`config.mk`:
```
export PLATFORM = sky130hd
export DESIGN_NAME = tg_packet_parser
export DESIGN_NICKNAME = d
export VERILOG_FILES = /design/src/rtl/snake_tg_pkg.sv /design/src/rtl/tg_packet_parser.sv
export SDC_FILE = /design/constraint.sdc
export NUM_CORES = 1
export LEC_CHECK = 0
export CAP_MARGIN = 20
export CORE_ASPECT_RATIO = 1.25
export CORE_MARGIN = 3
export CORE_UTILIZATION = 62
export DETAILED_ROUTE_END_ITERATION = 10
export PLACE_DENSITY = 0.85
export SYNTH_ARGS = -nofsm -noshare
export SYNTH_HDL_FRONTEND = slang
export SYNTH_SLANG_ARGS = --single-unit
```
`constraint.sdc`:
```
create_clock -name clk -period 6.2 [get_ports clk]
set_input_delay 0.62 -clock clk [delete_from_list [all_inputs] [get_ports clk]]
set_output_delay 0.62 -clock clk [all_outputs]
set_load 0.01 [all_outputs]
```
`src/rtl/snake_tg_pkg.sv`:
```
// Shared types and constants for the ThinkGear packet parser.
package snake_tg_pkg;

    typedef enum logic [2:0] {
        SYNC1,
        SYNC2,
        PLEN,
        CODE,
        VLEN,
        VALUE,
        CHK
    } state_t;

    localparam logic [7:0] SYNC_BYTE      = 8'hAA;
    localparam logic [7:0] EXCODE         = 8'h55;
    localparam logic [7:0] CODE_POOR      = 8'h02;
    localparam logic [7:0] CODE_ATTN      = 8'h04;
    localparam logic [7:0] CODE_MED       = 8'h05;
    localparam logic [7:0] MULTI_BYTE_MIN = 8'h80;
    localparam int         MAX_PLEN       = 169;
    localparam logic [7:0] POOR_RESET     = 8'd200;

endpackage

```
`src/rtl/tg_packet_parser.sv`:
```
// ThinkGear byte-stream decoder: extracts attention, meditation and
// poor-signal values and commits them only from checksum-valid packets.
//
// state | meaning
// SYNC1 | hunting for first 0xAA
// SYNC2 | saw one 0xAA, expecting a second
// PLEN  | expecting payload length (extra 0xAA tolerated)
// CODE  | expecting a row code or an excode prefix
// VLEN  | expecting the length of a multi-byte row
// VALUE | consuming row value byte(s)
// CHK   | expecting the checksum byte
module tg_packet_parser
    import snake_tg_pkg::state_t, snake_tg_pkg::SYNC1, snake_tg_pkg::SYNC2,
           snake_tg_pkg::PLEN, snake_tg_pkg::CODE, snake_tg_pkg::VLEN,
           snake_tg_pkg::VALUE, snake_tg_pkg::CHK, snake_tg_pkg::EXCODE,
           snake_tg_pkg::CODE_POOR, snake_tg_pkg::CODE_ATTN,
           snake_tg_pkg::CODE_MED, snake_tg_pkg::MULTI_BYTE_MIN,
           snake_tg_pkg::POOR_RESET;
#(
    parameter int         MAX_PLEN  = snake_tg_pkg::MAX_PLEN,
    parameter logic [7:0] SYNC_BYTE = snake_tg_pkg::SYNC_BYTE
) (
    input  logic       clk,
    input  logic       rst,
    input  logic [7:0] rx_data,
    input  logic       rx_valid,
    output logic [7:0] attention_data,
    output logic [7:0] meditation_data,
    output logic [7:0] poor_signal,
    output logic       attn_upd,
    output logic       pkt_ok,
    output logic       chk_err
);

    state_t     state, state_nxt;
    logic [7:0] remaining;
    logic [7:0] sum;
    logic [7:0] code;
    logic [7:0] vcount;
    logic [1:0] excode_lvl;
    logic       single_row;
    logic [7:0] attn_pend, med_pend, poor_pend;
    logic       attn_vld, med_vld, poor_vld;
    logic       payload_byte;
    logic       last_byte;
    logic       plen_legal;

    assign payload_byte = rx_valid && (state == CODE || state == VLEN || state == VALUE);
    // The byte being consumed drains the payload counter to zero.
    assign last_byte    = (remaining == 8'd1);
    assign plen_legal   = (rx_data != SYNC_BYTE) && (int'(rx_data) <= MAX_PLEN);

    // State register.
    always_ff @(posedge clk or negedge rst) begin
        if (!rst) state <= SYNC1;
        else      state <= state_nxt;
    end

    // Next-state decode; only a strobed byte can move the FSM.
    always_comb begin
        state_nxt = state;
        if (rx_valid) begin
            case (state)
                SYNC1: if (rx_data == SYNC_BYTE) state_nxt = SYNC2;
                SYNC2: state_nxt = (rx_data == SYNC_BYTE) ? PLEN : SYNC1;
                PLEN: begin
                    if (rx_data == SYNC_BYTE)          state_nxt = PLEN;
                    else if (int'(rx_data) > MAX_PLEN) state_nxt = SYNC1;
                    else if (rx_data == 8'd0)          state_nxt = CHK;
                    else                               state_nxt = CODE;
                end
                CODE: begin
                    if (last_byte)                       state_nxt = CHK;
                    else if (rx_data == EXCODE)          state_nxt = CODE;
                    else if (rx_data < MULTI_BYTE_MIN)   state_nxt = VALUE;
                    else                                 state_nxt = VLEN;
                end
                VLEN: begin
                    if (last_byte)             state_nxt = CHK;
                    else if (rx_data == 8'd0)  state_nxt = CODE;
                    else                       state_nxt = VALUE;
                end
                VALUE: begin
                    if (last_byte)                            state_nxt = CHK;
                    else if (single_row || vcount == 8'd1)    state_nxt = CODE;
                    else                                      state_nxt = VALUE;
                end
                CHK:     state_nxt = SYNC1;
                default: state_nxt = SYNC1;
            endcase
        end
    end

    // Payload accumulation, pending capture and registered commit/pulses.
    always_ff @(posedge clk or negedge rst) begin
        if (!rst) begin
            remaining       <= 8'd0;
            sum             <= 8'd0;
            code            <= 8'd0;
            vcount          <= 8'd0;
            excode_lvl      <= 2'd0;
            single_row      <= 1'b0;
            attn_pend       <= 8'd0;
            med_pend        <= 8'd0;
            poor_pend       <= 8'd0;
            attn_vld        <= 1'b0;
            med_vld         <= 1'b0;
            poor_vld        <= 1'b0;
            attention_data  <= 8'd0;
            meditation_data <= 8'd0;
            poor_signal     <= POOR_RESET;
            attn_upd        <= 1'b0;
            pkt_ok          <= 1'b0;
            chk_err         <= 1'b0;
        end else begin
            attn_upd <= 1'b0;
            pkt_ok   <= 1'b0;
            chk_err  <= 1'b0;
            if (payload_byte) begin
                sum       <= sum + rx_data;
                remaining <= remaining - 8'd1;
            end
            if (rx_valid) begin
                case (state)
                    PLEN: begin
                        // Zero-length packets also start from a clean sum so
                        // stale pending values can never be committed.
                        if (plen_legal) begin
                            remaining  <= rx_data;
                            sum        <= 8'd0;
                            excode_lvl <= 2'd0;
                            attn_vld   <= 1'b0;
                            med_vld    <= 1'b0;
                            poor_vld   <= 1'b0;
                        end
                    end
                    CODE: begin
                        if (rx_data == EXCODE) begin
                            if (excode_lvl != 2'd3) excode_lvl <= excode_lvl + 2'd1;
                        end else begin
                            code       <= rx_data;
                            single_row <= (rx_data < MULTI_BYTE_MIN);
                        end
                    end
                    VLEN: begin
                        vcount <= rx_data;
                        if (rx_data == 8'd0) excode_lvl <= 2'd0;
                    end
                    VALUE: begin
                        if (single_row) begin
                            excode_lvl <= 2'd0;
                            if (excode_lvl == 2'd0) begin
                                if (code == CODE_ATTN) begin
                                    attn_pend <= rx_data;
                                    attn_vld  <= 1'b1;
                                end
                                if (code == CODE_MED) begin
                                    med_pend <= rx_data;
                                    med_vld  <= 1'b1;
                                end
                                if (code == CODE_POOR) begin
                                    poor_pend <= rx_data;
                                    poor_vld  <= 1'b1;
                                end
                            end
                        end else begin
                            vcount <= vcount - 8'd1;
                            if (vcount == 8'd1) excode_lvl <= 2'd0;
                        end
                    end
                    CHK: begin
                        if (rx_data == ~sum) begin
                            if (attn_vld) attention_data  <= attn_pend;
                            if (med_vld)  meditation_data <= med_pend;
                            if (poor_vld) poor_signal     <= poor_pend;
                            attn_upd <= attn_vld;
                            pkt_ok   <= 1'b1;
                        end else begin
                            chk_err <= 1'b1;
                        end
                    end
                    default: ;
                endcase
            end
        end
    end

endmodule

```
# Word level (Yosys, flattened, before mapping)
# Index checks and enable logic that the tools add are counted.
[word_totals]
ff_bits = 92
latch_bits = 0
ramBits = 0
rom_bits = 0
inputBits = 11
output_inout_bits = 27
elab_cells = 132
n_memories = 0
[op_classes]
add_sub_neg = 4
multipliers = 0
div_mod_pow = 0
n_lt_le_gt_ge = 3
n_eq_ne = 28
shift = 0
n_mux = 52
bitwise = 2
n_reduce_logical = 24
[op_table]
columns = ["cell", "count"]
rows = [
  ["2-to-1 mux 8 bit", 9],
  ["2-to-1 mux 3 bit", 10],
  ["2-to-1 mux 1 bit", 20],
  ["one-hot mux 3 bit (6 select lines)", 1],
  ["AND reduction 6 bit", 3],
  ["equality test 8 x 1 -> 1 bit (second input constant)", 2],
  ["equality test 8 x 3 -> 1 bit (second input constant)", 2],
  ["one-hot mux 8 bit (2 select lines)", 1],
  ["subtractor 8 x 1 -> 8 bit (second input constant)", 2],
  ["AND reduction 5 bit", 3],
  ["2-to-1 mux 2 bit", 7],
  ["!= test 2 x 1 -> 1 bit (second input constant)", 7],
  ["AND reduction 4 bit", 3],
  ["!= test 2 bit (second input constant)", 5],
  ["equality test 3 bit (second input constant)", 3],
  ["adder 8 bit", 1],
  ["equality test 8 x 2 -> 1 bit (second input constant)", 1],
  ["equality test 8 x 7 -> 1 bit (second input constant)", 1],
  ["equality test 8 bit", 1],
  ["equality test 8 bit (second input constant)", 1],
  ["> comparator 8 bit (second input constant)", 1],
  ["less-or-equal comparator 8 bit (second input constant)", 1],
  ["logical NOT 8 bit", 1],
  ["< comparator 8 bit (second input constant)", 1],
  ["18 further kinds", 26],
]

# Longest topological paths before layout
[depth]
word_depth = 8
ltp_mapped = 8
depth_no_buf = 7

# Worst setup path before layout
# Ideal clock, no wire load.
[synth_timing]
path_kind = "in2reg"
startpoint = "input port rx_data[1]"
endpoint = "register excode_lvl[0]"
setup_time_ns = 0.079
arrival_ns = 2.159
t_required_ns = 6.121
path_slack_ns = 3.962
stages = 6
n_path_buf = 1
cell_sequence = "buf_2 > nor4_4 > a2111o_1 > or3b_1 > a311oi_2 > mux2i_1"
[synth_between]
elab_chain_len = 4
word_cells_on_any_way = 9
cone_classes = "1 x order compare; 5 x eq/ne; 3 x reduce/logical"
[synth_rtl]
columns = ["item", "line", "rtl"]
rows = [
  ["start, declared", "tg_packet_parser.sv:25", "input logic [7:0] rx_data,"],
  ["less-or-equal comparator 8 bit or != test 8 bit (tied branches)", "tg_packet_parser.sv:51", "assign plen_legal = (rx_data != SYNC_BYTE) && (int'(rx_data) <= MAX_PLEN);"],
  ["logical AND 1 bit", "tg_packet_parser.sv:51", ""],
  ["!= test 2 bit (no line)", "-", ""],
  ["AND reduction 7 bit (no line) *", "-", ""],
  ["end signal, assigned", "tg_packet_parser.sv:139", "if (excode_lvl != 2'd3) excode_lvl <= excode_lvl + 2'd1;"],
  ["end, declared", "tg_packet_parser.sv:40", "logic [1:0] excode_lvl;"],
]
# Mark *: on every way between the ends. The rest lies on a longest branch, timed or not.
# A chain may end at the register's enable or synchronous reset.

# Worst setup path after layout
[layout_timing]
startpoint = "input port rx_data[1]"
endpoint = "register meditation_data[5]"
[layout_between]
elab_chain_len = 2
[layout_rtl]
columns = ["item", "line", "rtl"]
rows = [
  ["equality test 8 bit", "tg_packet_parser.sv:172", "if (rx_data == ~sum) begin"],
  ["AND reduction 4 bit (no line)", "-", ""],
  ["end signal, assigned", "tg_packet_parser.sv:174", "if (med_vld) meditation_data <= med_pend;"],
  ["end, declared", "tg_packet_parser.sv:28", "output logic [7:0] meditation_data,"],
]
# No other way between the ends.

==> run summary <==
HP Class = in2async
Worst Path Max Fanout = 11
Area Growth Syn to Fin = 13.8%
Slowest-stage cell, CP = clkdlybuf4s50_1
Layout cell share with drive strength beyond 1 = 0.195
Largest net degree at the start of global routing = 74
IO Pins = 38
Final Critical Period = 3190 ps
Router iterations before antenna repair = 5
GR Overflow Total = 0
Max-cap viol count = 0
Die H = 101 microns
RSZ-0062 raised after global routing = false
Port buffer count = 37
NumNets Final = 460
Area leader, netlist = dfrtp_1
CTS tree = built
Clock tree buffer depth = 2
Worst-Margin Slew = 1110 ps
Number of diodes = 0
Mapped Area = 4510 sq um
Worst setup startpoint = rx_data[1]
Quantity of hold-fixing buffers added after cts = 0
First-pass GRT wire length = 16.6 mm
Power per cell area = 277 nW/um^2
Root Driver = clkbuf_8
Pleak = 2.32 nW
Vias per inst = 6.20
Post-synthesis cell count = 406
CP peak stage delay = 760 ps
Reg clk slew, reported paths = 100 ps
Synth cell count leaders = dfrtp_1 (89), mux2_2 (55), nand2_1 (50), o21ai_0 (25), a21oi_1 (21)
Outcome = finished clean
Worst Setup EP = meditation_data[5]$_DFFE_PN0P_
Reg2Reg Launch Point = state[0]$_DFFE_PN0P_
Routed wire length per instance = 18.6 microns
Non-Filler Instances = 530
WS Path Type = in2reg
Worst hold slack = 106 ps
Synth top area share = 0.493
Final setup TNS = 0 ps
F_max = 0.314 GHz
RD Place Congestion = 0.873
Synth unique cells = 58
Worst Path Required = 6460 ps
Seq/Total Area, Yosys = 0.511
Dpl hpwl = 6.59 mm
Initial Utilization = 0.643
Vias in the first global route = 3,337
Synth Net Count = 431
Count of final setup violators = 0
Hold Vio Cnt, Final = 0
Placed Cells = 514
# DRC = 0
Post-synth EDFFs = 0
Die area = 8350 sq um
Cell depth of the worst setup path = 7
Post-synth ARST share = 1.00
Rel. slew slack = 0.254
GRT Total Usage = 0.264
Worst endpoint data arrival time = 3440 ps
Worst-path cell chain = clkdlybuf4s50_1, ha_1, nand4_1, nor3b_1, nor3b_2, nand2_1, mux2_2
CP bufs+invs = 1
Antenna violations before repair = 0
Most numerous cell in the Yosys netlist = dfrtp_1
Final ANT Viol Nets = 0
Setup Skew = 10.9 ps
Vias = 3,288
H-Tree Depth = 3
Core ar. = 7020 sq um
Period utilization = 0.514
# clock sinks = 92
Num CTS Buffers = 9
Most used DFF post-synth = dfrtp_1
FP Rows = 34
Worst setup SP type = primary input
R2r setup slk = 3660 ps
Worst-Skew Late Latency = 370 ps
CP top delay family = simple AND/OR/NAND/NOR gates
Number of synthesized register bits = 92
Synth warn = 0
DRT iter0 DRCs = 266
Pins over their slew limit = 0
Routed WL = 9.83 mm
Synth Area per Inst = 11.1 sq um
Postcts setup bufs = 0
Reg-to-Reg End = med_pend[1]$_DFFE_PN0P_
Die W = 82.3 microns
Critical Path Sink Type = flop
Worst R2R Path Depth = 4
Maximum VDD drop = 0.234 mV
PostCTS Resize Cnt = 0
Fill cell count = 488
Top cells by area, synth = dfrtp_1 (49%), mux2_2 (14%), nand2_1 (4.2%)
-- report_power, final --
part | internal (mW) | switching [mW] | total [mW]
sequential | 0.657 | 0.0626 | 0.720
combinational | 0.117 | 0.147 | 0.263
clock | 0.206 | 0.233 | 0.439
total | 0.980 | 0.443 | 1.42
-- how the worst min path moves through the flow --
stage,start,slack [ps],depth (start not counted),endpoint
2_1_floorplan,rst,320,0,attention_data[0]$_DFFE_PN0P_
3_3_place_gp,code[7]$_DFFE_PN0P_,460,2,code[7]$_DFFE_PN0P_
3_5_place_dp,code[7]$_DFFE_PN0P_,480,2,code[7]$_DFFE_PN0P_
4_1_cts,rst,110,1,excode_lvl[1]$_DFFE_PN0P_
5_1_grt,rst,120,1,excode_lvl[0]$_DFFE_PN0P_
6_report,rst,110,1,excode_lvl[1]$_DFFE_PN0P_
-- state kept, by name, indices dropped and copies added (netlist names), 3 cells and up --
name / cells
med_pend: 8
attn_pend: 8
state: 3
sum: 8
poor_signal: 8
poor_pend: 8
vcount: 8
remaining: 8
attention_data: 8
meditation_data: 8
code: 8
-- per-layer routing --
layer / routed length (microns) / GRT usage / share of wire
met1: 3960 / 0.339 / 0.40
met3: 534 / 0.0365 / 0.054
met2: 5160 / 0.443 / 0.52
met5: 0 / 0 / 0
met4: 189 / 0.111 / 0.019
-- layout make-up --
type,count,area (sq um),share of cell area
sequential,92,2310,0.449
multi-input combinational,281,2080,0.404
timing repair buffer,39,383,0.0745
clock buffer,10,138,0.0268
tap,90,113,0.0219
clock inverter,6,76.3,0.0149
inverter,12,45.0,0.00877
-- kinds of logic after synthesis --
kind of cell	after synthesis	share of synthesized area
AOI/OAI and AO/OA	79	0.108
and+or+nand+nor	115	0.139
adders and majority gates	14	0.0405
xor gates and xnor gates	13	0.0252
muxes	60	0.148
DFF	92	0.511
buffers and inverters	33	0.0291
-- layout by cell type (no fill, tap or decap), types with 3 or more instances in the layout --
master           instances
dfrtp_1                 89
mux2_2                  55
nand2_1                 50
clkdlybuf4s50_1         36
o21ai_0                 25
a21oi_1                 21
nor2_1                  19
ha_1                    13
inv_1                   12
xnor2_1                 11
clkbuf_8                10
nor3_1                   7
nand3_1                  7
mux2i_1                  5
a31oi_1                  5
o22ai_1                  4
a211oi_1                 4
inv_6                    4
or4_1                    3
a21o_1                   3
and3_1                   3
buf_4                    3
dfstp_2                  3
-- per-stage QoR --
step	setup WS (ps)	area [sq um]	power [mW]	utilization
CTS	3050	5140	1.42	0.732
floorplan	3960	4510	0.909	-
finish	3010	5140	1.42	0.732
detailed placement	2690	4920	0.984	0.701
global placement	2760	4920	0.971	0.701
global route	2910	5140	1.49	0.732
-- worst register-to-register path: stages, from the launching register on --
cell and delay, ps:
dfrtp_1 690, and3b_1 480, nand3_1 310, nor3_4 550, mux2_2 400
Power figures use the tool's default switching activity.
==> edit 1: new RTL, same flow settings <==
Put one more register stage on the output `attention_data`, without a reset. The value now appears one clock later. The other outputs are not delayed to match.
--- a/src/rtl/tg_packet_parser.sv
+++ b/src/rtl/tg_packet_parser.sv
@@ -32,4 +32,6 @@
     output logic       chk_err
 );
+
+    logic [7:0] attention_data_s0;
 
     state_t     state, state_nxt;
@@ -107,5 +109,5 @@
             med_vld         <= 1'b0;
             poor_vld        <= 1'b0;
-            attention_data  <= 8'd0;
+            attention_data_s0 <= 8'd0;
             meditation_data <= 8'd0;
             poor_signal     <= POOR_RESET;
@@ -171,5 +173,5 @@
                     CHK: begin
                         if (rx_data == ~sum) begin
-                            if (attn_vld) attention_data  <= attn_pend;
+                            if (attn_vld) attention_data_s0 <= attn_pend;
                             if (med_vld)  meditation_data <= med_pend;
                             if (poor_vld) poor_signal     <= poor_pend;
@@ -186,4 +188,8 @@
     end
 
+    always_ff @(posedge clk) begin
+        attention_data <= attention_data_s0;
+    end
+
 endmodule
 
Check against the original RTL: not equivalent (Yosys sat finds a counterexample within 10 cycles, from zero or initial values and one cycle with rst low).
==> edit 1 against the original RTL <==
- area after synthesis increased by 6.2%
- non-clock buffer count is 1 lower
- setup slack better by 0.11 ns
- critical path depth unchanged
- design area grew 4.6%
- sequential cell count up 8
- critical path type unchanged
- routed wire length up 1.3%
Power is not compared: it rests on default switching activity, and its combinational part moved more than twofold at a synthesized area within 25%.
==> edit 1: results (changes against the original RTL) <==
stage,metric,value,unit,change
run_status,status,completed,,
critical_path,arrival,3.37,ns,-0.07 ns
cts,cts_max_level,3,,unchanged
cts,cts_max_path_buffers,2,,unchanged
critical_path,cp_slowest_stage_delay,0.71,ns,-0.05 ns
final_layout,diodes,0,,unchanged
grt,grt_pass1_vias,3478,,+4.2%
cts,postCtsSetupRepairBufs,0,,unchanged
synthesis,yosysSeqAreaShare,0.514,,+0.00368
drt,routedWlPerCell,18.7,µm,+0.52%
final_layout,drive_gt1_frac,0.195,,-0.000884
cts,cts_root_buffer,clkbuf_8,,
timing,final_max_slew_viol_count,0,,unchanged
synthesis,synth_nets,434,,+0.70%
grt,antenna_found_initial,0,,unchanged
critical_path,regToRegSetupSlack,3.38,ns,-0.28 ns
grt,track_usage,0.238,,-0.0255
critical_path,cp_slowest_cell,clkdlybuf4s50_1,,
critical_path,crit_end,sum[7]$_DFF_PN0_,,
timing,tightest_slew,0.848,ns,-0.263 ns
final_layout,layout_commonest_cell,dfrtp_1,,
drt,first_pass_iters,4,,-1
critical_path,worstRegToRegCells,5,,+1
grt,grt_max_degree,62,,-16%
drt,drtIter0Drc,142,,-47%
critical_path,rr_endpoint,attn_pend[0]$_DFFE_PN0P_,,
critical_path,crit_family,compound AO/OA/AOI/OAI gates,,
synthesis,synth_common_cells,"89 x dfrtp_1, 33 x mux2_2, 32 x nand2_1",,
cts,cts_resized,0,,unchanged
timing,finClkSkew,0.0105,ns,-0.000425 ns
drt,vias_per_cell,6.09,,-1.9%
grt,grt_pass1_wl,16.7,mm,+0.59%
synthesis,ys_async_sr_fraction,0.920,,-0.0800
cts,worst_skew_pair.late_latency,0.38,ns,
cts,cts_buffers,9,,unchanged
synthesis,ys_warn_count,0,,unchanged
critical_path,worstSetupStartpoint,rx_data[3],,
placed_design,portBuffers,37,,unchanged
synthesis,ys_types,57,,-1.7%
critical_path,crit_fanout,10,,-1
min_path,hp-class,in -> async,,
placed_design,gp_congestion,0.827,,-5.3%
synthesis,yosys-top-cells-area,"dfrtp_1 46%, mux2_2 7.8%, mux2_4 7.5%",,
final_layout,layout.nets,462,,+0.43%
cts,clk_pin_slew,0.11,ns,
power,power_leakage,0.00257,µW,
critical_path,r2r-start,state[2]$_DFFE_PN0P_,,
placed_design,dp_hpwl,7.04,mm,+6.8%
power,ir_worst_vdd,0.206,mV,
edit 1: changes by cell type after synthesis, sizes merged, moves of 5 or more:
cell	change
o21ai	-5
nor2	+8
dfxtp	+8
nand2	-16
edit 1: layer usage:
metal	vias to the layer above	wire, µm	GRT usage
met2	100	5000	0.395
li1	1507	-	-
met3	21	560	0.0547
met4	0	240	0.0916
met1	1622	4160	0.301
met5	-	0	0
edit 1: kinds of logic after synthesis:
kind of cell               after synthesis  share of synthesized area
adders and majority gates               14                     0.0381
muxes                                   65                      0.169
AOI/OAI and AO/OA                       76                      0.101
DFF                                    100                      0.514
and+or+nand+nor                        109                      0.122
xor gates and xnor gates                14                     0.0256
buffers and inverters                   31                     0.0298
edit 1: metrics by stage:
step | std cells | power (µW) | hold WS, ns | instance area, µm² | setup slack [ns]
global placement | 518 | 1390 | 0.362 | 5180 | 2.92
detailed placement | 518 | 1430 | 0.367 | 5180 | 2.82
finish | 534 | 1830 | 0.166 | 5370 | 3.13
floorplan | 409 | 1300 | 0.324 | 4790 | 3.88
CTS | 534 | 1830 | 0.173 | 5370 | 3.16
global route | 534 | 1940 | 0.181 | 5370 | 3.04
edit 1: final cells by class:
cell class | instances | area (µm²)
clock inverters | 7 | 70.1
fillers | 490 | 2070
well taps | 92 | 115
inverters | 10 | 37.5
multi-input cells | 278 | 2180
flip-flops and latches | 100 | 2470
repair buffers | 38 | 375
clock buffers | 9 | 124
edit 1: report_power, final:
group          leakage (µW)  switching, µW  internal, µW
registers           0.00129            123           766
logic               0.00119            292           242
clock network     0.0000951            248           156
total               0.00257            662          1160
==> edit 2: new RTL, same settings <==
Made on the original files. `MAX_PLEN`: 169 -> 126.
--- a/src/rtl/snake_tg_pkg.sv
+++ b/src/rtl/snake_tg_pkg.sv
@@ -18,5 +18,5 @@
     localparam logic [7:0] CODE_MED       = 8'h05;
     localparam logic [7:0] MULTI_BYTE_MIN = 8'h80;
-    localparam int         MAX_PLEN       = 169;
+    localparam int         MAX_PLEN       = 126;
     localparam logic [7:0] POOR_RESET     = 8'd200;
 
Formal check against the unedited RTL: same outputs for any inputs over 4 cycles, from zero or initial values and one cycle with rst low; that may be too few to reach the edited logic, so the function may still have changed.
==> edit 2 against the original RTL <==
- routed wire length is 6.0% lower
- sequential share of layout area up 0.44 points
- via count decreased by 2.9%
- setup slack gained 0.36 ns
- sequential cell count unchanged
- first-iteration DRC count is 8.6% lower
- design area fell by 0.97%
- hold slack improved by 0.13 ns
- area after synthesis is 1.3% lower
- core utilization grew 1.9 points
- power up 17%
- critical endpoint is now remaining[3]$_DFF_PN0_
==> edit 2: results (changes against the original RTL) <==
stage,metric,value,unit,change
cts,cts_max_path_buffers,2,,unchanged
placed_design,portBuffers,37,,unchanged
cts,cts_buffers,9,,unchanged
synthesis,synth_common_cells,"89 x dfrtp_1, 50 x mux2_2, 44 x nand2_1",,
final_layout,fillers,480,,-1.6%
power,power_leakage,0.00240,µW,+3.3%
cts,clk_pin_slew,0.09,ns,
placed_design,place_inst,503,,-2.1%
synthesis,synth_nets,417,,-3.2%
timing,finClkSkew,0.0127,ns,+0.00174 ns
placed_design,dpl_cell_area,4880,µm²,-0.97%
synthesis,yosys-top-cells-area,"dfrtp_1 50%, mux2_2 13%, nand2_1 3.7%",,
critical_path,cp_slowest_stage_delay,0.72,ns,-0.04 ns
critical_path,cp_slowest_cell,and2_0,,
synthesis,ys_types,55,,-5.2%
final_layout,drive_gt1_frac,0.189,,-0.00608
synthesis,ys_async_sr_fraction,1.00,,unchanged
grt,grt_max_degree,93,,+26%
critical_path,arrival,3.03,ns,-0.41 ns
placed_design,gp_congestion,0.881,,+0.90%
drt,drtIter0Drc,243,,-8.6%
synthesis,yosysSeqAreaShare,0.517,,+0.00660
synthesis,syn_inst,392,,-3.4%
power,ir_worst_vdd,0.192,mV,-18%
drt,first_pass_iters,4,,-1
cts,cts_resized,0,,unchanged
timing,tightest_slew,0.827,ns,-0.284 ns
cts,postCtsSetupRepairBufs,0,,unchanged
drt,vias_per_cell,6.14,,-1.0%
grt,track_usage,0.244,,-0.0194
final_layout,diodes,0,,unchanged
final_layout,fin_cells,520,,-1.9%
grt,grt_pass1_vias,3206,,-3.9%
grt,grt_pass1_wl,15.3,mm,-7.4%
final_layout,layout.nets,453,,-1.5%
critical_path,crit_fanout,16,,+5
placed_design,dp_hpwl,6.04,mm,-8.3%
run_status,status,completed,,
drt,wirelength,9.24,mm,-6.0%
## edit 2: cells by family after synthesis
group                      count (synthesis)  share of synthesized area
buffers and inverters                     24                     0.0222
DFF                                       92                      0.517
xor gates and xnor gates                  10                     0.0197
muxes                                     59                      0.148
adders and majority gates                 14                     0.0410
and+or+nand+nor                          120                      0.146
AOI/OAI and AO/OA                         73                      0.106
## edit 2: power by group
group / switching [µW] / total, µW / internal [µW]
Clock: 220 / 382 / 162
Combinational: 259 / 458 / 199
Sequential: 116 / 819 / 704
## edit 2: worst paths after layout
kind,from,end,slack (ns),cells after the start
setup reg to reg,state[0]$_DFFE_PN0P_,med_pend[2]$_DFFE_PN0P_,3.54,4
hold / removal,rst,attention_data[5]$_DFFE_PN0P_,0.24,1
hold reg to reg,code[6]$_DFFE_PN0P_,code[6]$_DFFE_PN0P_,0.49,1
max in group asynchronous,rst,poor_signal[3]$_DFFE_PN1P_,5.28,2
min in group clk,code[6]$_DFFE_PN0P_,code[6]$_DFFE_PN0P_,0.49,1
setup / recovery,rx_data[3],remaining[3]$_DFF_PN0_,3.38,5
## edit 2: layout make-up
cell class,count,area [µm²],area share
multi-input combinational,276,2050,0.403
timing repair buffer,38,395,0.0777
clock buffer,11,141,0.0278
clock inverter,5,42.5,0.00836
tap,87,109,0.0214
inverter,11,41.3,0.00812
sequential,92,2310,0.453
## edit 2: metal layers
metal,GRT usage,vias up,routed length (µm)
met5,0,-,0
met4,0.119,0,195
met3,0.0322,15,400
met2,0.401,85,4660
met1,0.316,1608,3990
li1,-,1485,-
## edit 2: worst max-delay path, delay by kind of cell
kind / cells / cell delay, ns
AOI/OAI and AO/OA: 2 / 0.64
and+or+nand+nor: 2 / 1.09
buffers and inverters: 1 / 0.67
## edit 2: through the flow
step	utilization	setup slack (ns)
2_1_floorplan	-	4.10
3_3_place_gp	0.720	3.03
3_5_place_dp	0.720	2.97
4_1_cts	0.747	3.38
5_1_grt	0.751	3.16
6_report	0.751	3.38
